<file path="src/rtl/pipe_stage_skid_reg.sv">
// Pipeline-stage register with a 2-entry skid: 1-cycle latency, full throughput, in_ready is registered (no path from out_ready).
// Optional saturating stall/flush counters are built only when PIPE_STAGE_STATS_EN is defined.
module pipe_stage_skid_reg #(
  parameter int CTRL_WIDTH = 16,
  parameter int DATA_WIDTH = 160,
  parameter int CNT_WIDTH  = 16
) (
  input  logic                  clk,
  input  logic                  rst,
  input  logic                  flush,
  input  logic                  in_valid,
  output logic                  in_ready,
  input  logic [CTRL_WIDTH-1:0] in_ctrl,
  input  logic [DATA_WIDTH-1:0] in_data,
  output logic                  out_valid,
  input  logic                  out_ready,
  output logic [CTRL_WIDTH-1:0] out_ctrl,
  output logic [DATA_WIDTH-1:0] out_data,
  input  logic                  stats_clr,
  output logic [CNT_WIDTH-1:0]  stall_cnt,
  output logic [CNT_WIDTH-1:0]  flush_cnt
);

  // Encoding is {skid_v, main_v}; 2'b10 would mean a skid entry with no main entry.
  typedef enum logic [1:0] {
    EMPTY = 2'b00,
    ONE   = 2'b01,
    TWO   = 2'b11
  } state_t;

  state_t                state, state_n;
  logic                  main_v, skid_v;
  logic [CTRL_WIDTH-1:0] main_c, skid_c;
  logic [DATA_WIDTH-1:0] main_d, skid_d;
  logic                  in_fire, out_fire;
  logic                  load_main_in, load_main_skid, load_skid, clr_all;

  assign main_v    = state[0];
  assign skid_v    = state[1];
  assign in_ready  = ~rst & ~skid_v;
  assign out_valid = main_v;
  assign out_ctrl  = main_v ? main_c : '0;
  assign out_data  = main_d;
  assign in_fire   = in_valid & in_ready;
  assign out_fire  = out_valid & out_ready;

  always_ff @(posedge clk or posedge rst) begin
    if (rst) state <= EMPTY;
    else     state <= state_n;
  end

  always_comb begin
    state_n        = state;
    load_main_in   = 1'b0;
    load_main_skid = 1'b0;
    load_skid      = 1'b0;
    clr_all        = 1'b0;
    if (flush) begin
      // Kills everything held and any same-cycle input; a same-cycle out_fire has already been seen downstream.
      state_n = EMPTY;
      clr_all = 1'b1;
    end else begin
      case (state)
        EMPTY: begin
          if (in_fire) begin
            state_n      = ONE;
            load_main_in = 1'b1;
          end
        end
        ONE: begin
          if (in_fire && out_fire) begin
            load_main_in = 1'b1;
          end else if (out_fire) begin
            state_n = EMPTY;
          end else if (in_fire) begin
            state_n   = TWO;
            load_skid = 1'b1;
          end
        end
        TWO: begin
          if (out_fire) begin
            state_n        = ONE;
            load_main_skid = 1'b1;
          end
        end
        default: state_n = EMPTY;
      endcase
    end
  end

  always_ff @(posedge clk or posedge rst) begin
    if (rst) begin
      main_c <= '0;
      main_d <= '0;
      skid_c <= '0;
      skid_d <= '0;
    end else if (clr_all) begin
      main_c <= '0;
      main_d <= '0;
      skid_c <= '0;
      skid_d <= '0;
    end else begin
      if (load_main_in) begin
        main_c <= in_ctrl;
        main_d <= in_data;
      end else if (load_main_skid) begin
        main_c <= skid_c;
        main_d <= skid_d;
        skid_c <= '0;
        skid_d <= '0;
      end
      if (load_skid) begin
        skid_c <= in_ctrl;
        skid_d <= in_data;
      end
    end
  end

`ifdef PIPE_STAGE_STATS_EN
  logic [CNT_WIDTH-1:0] stall_q, flush_q;

  always_ff @(posedge clk or posedge rst) begin
    if (rst) begin
      stall_q <= '0;
      flush_q <= '0;
    end else if (stats_clr) begin
      stall_q <= '0;
      flush_q <= '0;
    end else begin
      if (out_valid && !out_ready && stall_q != '1) stall_q <= stall_q + CNT_WIDTH'(1);
      if (flush && (main_v || skid_v) && flush_q != '1) flush_q <= flush_q + CNT_WIDTH'(1);
    end
  end

  assign stall_cnt = stall_q;
  assign flush_cnt = flush_q;
`else
  logic unused_stats_clr;
  assign unused_stats_clr = stats_clr;
  assign stall_cnt        = '0;
  assign flush_cnt        = '0;
`endif

  a_no_orphan_skid: assert property (@(posedge clk) disable iff (rst) state != 2'b10);

endmodule

</file>
<file path="config.mk">
export PLATFORM = sky130hd
export DESIGN_NAME = pipe_stage_skid_reg
export DESIGN_NICKNAME = d
export VERILOG_FILES = /design/src/rtl/pipe_stage_skid_reg.sv
export SDC_FILE = /design/constraint.sdc
export NUM_CORES = 1
export LEC_CHECK = 0
export ABC_AREA = 1
export BUFFER_PORTS_ARGS = -buffer_cell sky130_fd_sc_hd__buf_2
export CAP_MARGIN = 20
export CELL_PAD_IN_SITES_DETAIL_PLACEMENT = 2
export CELL_PAD_IN_SITES_GLOBAL_PLACEMENT = 2
export CORE_MARGIN = 5
export CORE_UTILIZATION = 33
export DETAILED_ROUTE_END_ITERATION = 10
export HOLD_SLACK_MARGIN = 0.08
export PLACE_DENSITY = 0.95
export SYNTH_ARGS = -nofsm -noshare
export SYNTH_HDL_FRONTEND = slang
export SYNTH_SLANG_ARGS = --single-unit
</file>
<file path="constraint.sdc">
create_clock -name clk -period 16.2 [get_ports clk]
set_input_delay 1.62 -clock clk [delete_from_list [all_inputs] [get_ports clk]]
set_output_delay 1.62 -clock clk [all_outputs]
set_load 0.02 [all_outputs]
</file>
# Yosys cells after proc, flatten, opt, wreduce, memory -nomap -nowiden
# Index checks and enable logic that the tools add are counted.
[word_totals] reg_bits=354 input_bits=182 out_inout_bits=210 word_cells=57
[op_classes] n_eq_ne=7 n_mux=34 n_bitwise=5 reduce_logical=6
[ops] op="$mux 160" n=7
[ops] op="$mux 16" n=8
[ops] op="$mux 2" n=6
[ops] op="$mux 1" n=11
[ops] op="$ne 3x3->1 const B" n=3
[ops] op="$pmux 2 s3" n=1
[ops] op="$reduce_bool 3->1" n=2
[ops] op="$ne 4x4->1 const B" n=1
[ops] op="$reduce_and 4->1" n=1
[ops] op="$and 1x1->1" n=3
[ops] op="$ne 3x1->1 const B" n=1
[ops] op="$eq 2x1->1 const B" n=1
[ops] op="$eq 2x2->1 const B" n=1
[ops] op="$logic_not 2->1" n=1
[ops] op="$not 1->1" n=2
[ops] op="$pmux 1 s2" n=1
[ops] op="$reduce_and 2->1" n=1
[ops] op="$logic_and 1x1->1" n=1

# Logic depth before layout (Yosys ltp)
[depth] word_depth=10 ltp_mapped=14

# Worst setup path before layout
# Ideal clock, no wire load.
[synth_timing] kind="input-to-output" start="input port rst" end="output port in_ready" arrival_time_ps=1855 required_ps=14580 path_slack_ps=12725 path_stages=1 path_cell_list="nor2_2"
[synth_between] elab_chain_cells=2
[synth_rtl] element="start, declared" line_no="9" rtl="input logic rst,"
[synth_rtl] element="$not 1->1" line_no="40" rtl="assign in_ready = ~rst & ~skid_v;"
[synth_rtl] element="$and 1x1->1" line_no="40"
[synth_rtl] element="end, declared" line_no="12" rtl="output logic in_ready,"
# No other way between the ends.

# Worst setup path after layout
[layout_timing] start="register state[0]" end="register skid_d[94]"
[layout_between] elab_chain_cells=7 elab_cells_between_ends=20 cone_classes="eq/ne (3); mux (12); bitwise (1); reduce/logical (4)"
[layout_rtl] element="start, declared" line_no="31" rtl="state_t state, state_n;"
[layout_rtl] element="start signal, assigned" line_no="49" rtl="else state <= state_n;"
[layout_rtl] element="$and 1x1->1" line_no="45" rtl="assign out_fire = out_valid & out_ready;"
[layout_rtl] element="$logic_and 1x1->1 or $mux 1 (tied branches)" line_no="71, 73"
[layout_rtl] element="$mux 1" line_no="71" rtl="if (in_fire && out_fire) begin"
[layout_rtl] element="$pmux 1 s2 or $mux 1 (tied branches)" line_no="63" rtl="case (state)"
[layout_rtl] element="$mux 1" line_no="58" rtl="if (flush) begin"
[layout_rtl] element="$ne 3x1->1 (no source line) (tied with other cells)"
[layout_rtl] element="$reduce_and 2->1 (no source line) or $mux 160 (tied branches)"
[layout_rtl] element="end signal, assigned" line_no="114" rtl="skid_d <= in_data;"
[layout_rtl] element="end, declared" line_no="34" rtl="logic [DATA_WIDTH-1:0] main_d, skid_d;"
# Parallel ways exist; a longest one is shown, timed or not.
# A chain may end at the register's enable or synchronous reset.

==> run summary <==
status - complete, no violations
Syn-to-layout area delta - 19.1%
most common cell after layout, fill and taps aside - nand2_1
Worst VDD drop - 75.6 uV
CTS buffer count - 44
final hold vios - 0
num ports - 392
RR Startpoint - state[0]$_DFFE_PP0P_
clock sink count - 354
DIE AREA - 0.0560 mm2
CTS Buffer Depth - 3
YS warnings - 0
initial antenna violation count - 29
nature of the critical path startpoint - register
Overall Power - 2440 uW
top cells by area, synth - dfrtp_1, nand2_1, nand3_1, buf_2, buf_4
register bit total from synthesis - 354
Rows - 83
required time of the worst setup path - 16.68 ns
dpl ws - 10.72 ns
1st-iter DRT viols - 1217
Crit Path Category - reg -> reg
WP data arrival - 5.50 ns
hold path start - skid_d[83]$_DFFE_PP0P_
# setup viols final - 0
Layout Nets - 2651
Critical Path Sink Type - register
vias per cell - 5.32
mux contribution to synthesized area - 0
Die X - 237 um
largest net degree at the start of global routing - 178
Die Y-Extent - 237 um
largest family of logic cells by synthesized area - simple AND/OR/NAND/NOR gates
Rel. slew slack - 0.153
area of the mapped netlist - 0.0169 mm2
Post-Route WL - 73100 um
placed inst area - 0.0188 mm2
setup slack, reg-to-reg - 11.18 ns
Synth Area in Compound Gates - 0.000591
worst-path fanout max - 164
Post-CTS Hold Buffers - 0
Port Buffer Count - 358
worst setup margin - 11.18 ns
Synth Area in XOR/XNOR - 0
Post-Synth Simple-Gate Area - 0.401
vias in the first global route - 19400
Core ar. - 0.0511 mm2
crit path launch - state[0]$_DFFE_PP0P_
setup repair bufs after CTS - 0
average wire per standard cell - 22.9 um
top-area cell type share of the netlist area - 0.523
Starting Density - 0.332
sequential fraction of the synthesis area - 0.523
CTS H-tree lvls - 2
PwrDens - 121 mW/mm2
Least-Margin Pin Slew - 1.27 ns
DRC Markers - 0
first-pass GRT wire length - 113000 um
setup TNS - 0 ns
CTS Root Cell - clkbuf_16
Distinct cells, synth - 20
final core utilization - 0.395
Mean Syn Cell Area - 7.63 um2
GRT Resource Usage Total - 0.252
clk slew on worst S/H paths - 0.06 ns
share of cells above drive strength 1 - 0.179
clk_lat worst skew - 0.57 ns
LEAKAGE - 0.0122 uW
Finished Cell Area - 0.0202 mm2
DRT Pass-1 Iters - 4
via count - 17000
Post-DRT Antenna Nets - 0
fin crit period - 5.02 ns
Tightest Hold Check Type - reg -> reg
Post-Synthesis Cells - 2220
fin crit share - 0.310
commonest cells after routing, fill and taps aside - nand2_1, nand3_1, buf_2, dfrtp_1, clkbuf_16
Synth area leader - dfrtp_1
clk_skew - 0.0212 ns
Pins Over Slew Limit - 0
GRT overflow - 0
DP HPWL - 44000 um
post_cts resized - 0
Final GP Congestion - 0.802
FMAX - 0.199 GHz
Synth Area in Adders - 0.00295
RSZ-0062 raised after global routing - no
max-cap violation count - 0
CTS tree - done
[kinds of logic after synthesis]
kind of cell	count (synthesis)
other cells	1
simple gates	1626
fa+ha+maj	4
compound gates	2
flops	354
buf+inv	233
[final cells by class]
| cell class | instances | area, um2 |
|---|---|---|
| Fill cell | 5954 | 30900 |
| Sequential cell | 354 | 8860 |
| Multi-Input combinational cell | 1664 | 7010 |
| Timing Repair Buffer | 374 | 1950 |
| Clock buffer | 64 | 1290 |
| Tap cell | 680 | 851 |
| Inverter | 27 | 119 |
| Antenna cell | 23 | 57.6 |
| Clock inverter | 8 | 47.5 |
[cells in the mapped netlist]
cell	count
nand2_1	1085
nand3_1	532
dfrtp_1	354
buf_2	86
buf_4	47
clkbuf_1	41
inv_1	25
buf_1	22
buf_6	10
ha_1	4
nor2_1	4
nand2_2	2
a21oi_1	1
clkinv_1	1
conb_1	1
inv_2	1
nand4_1	1
nor2_2	1
nor2_4	1
o21ai_1	1
[per-stage QoR]
stage | instances | hold WS [ns]
global placement | 3098 | 0.480
detailed placement | 3098 | 0.491
finish | 3194 | 0.501
floorplan | 2251 | 0.469
CTS | 3170 | 0.505
global route | 3189 | 0.518
[metal layers]
metal	track usage	share of wire
met2	0.442	0.51
met4	0.102	0.034
met5	0	0.00059
met3	0.0526	0.053
met1	0.302	0.40
[worst max-delay path, stage by stage, from the launching register on]
cell and delay (ns):
dfrtp_1 0.95, ha_1 0.32, nand3_1 0.18, nand2_4 0.62, nand2_8 0.70, nand2_4 0.83, buf_4 0.78, nand3_1 0.26
nand2_1 0.13
[registers in the layout (all words and copies together), names as in the netlist]
| register | flops |
|---|---|
| out_data | 160 |
| skid_d | 160 |
| main_c | 16 |
| skid_c | 16 |
| state | 2 |
[path summary, 6_finish.rpt]
path | end | depth (start not counted)
hold / removal | skid_d[83]$_DFFE_PP0P_ | 2
setup reg to reg | skid_d[94]$_DFFE_PP0P_ | 8
min in group asynchronous | skid_d[0]$_DFFE_PP0P_ | 2
setup / recovery | skid_d[94]$_DFFE_PP0P_ | 8
max in group asynchronous | skid_d[40]$_DFFE_PP0P_ | 3
hold reg to reg | skid_d[83]$_DFFE_PP0P_ | 2
[power breakdown]
part	total, uW	switching [uW]	internal, uW
Combinational	510	405	105
Sequential	988	48.0	939
Clock	945	399	546
No activity file was read; power rests on OpenSTA's default activity.
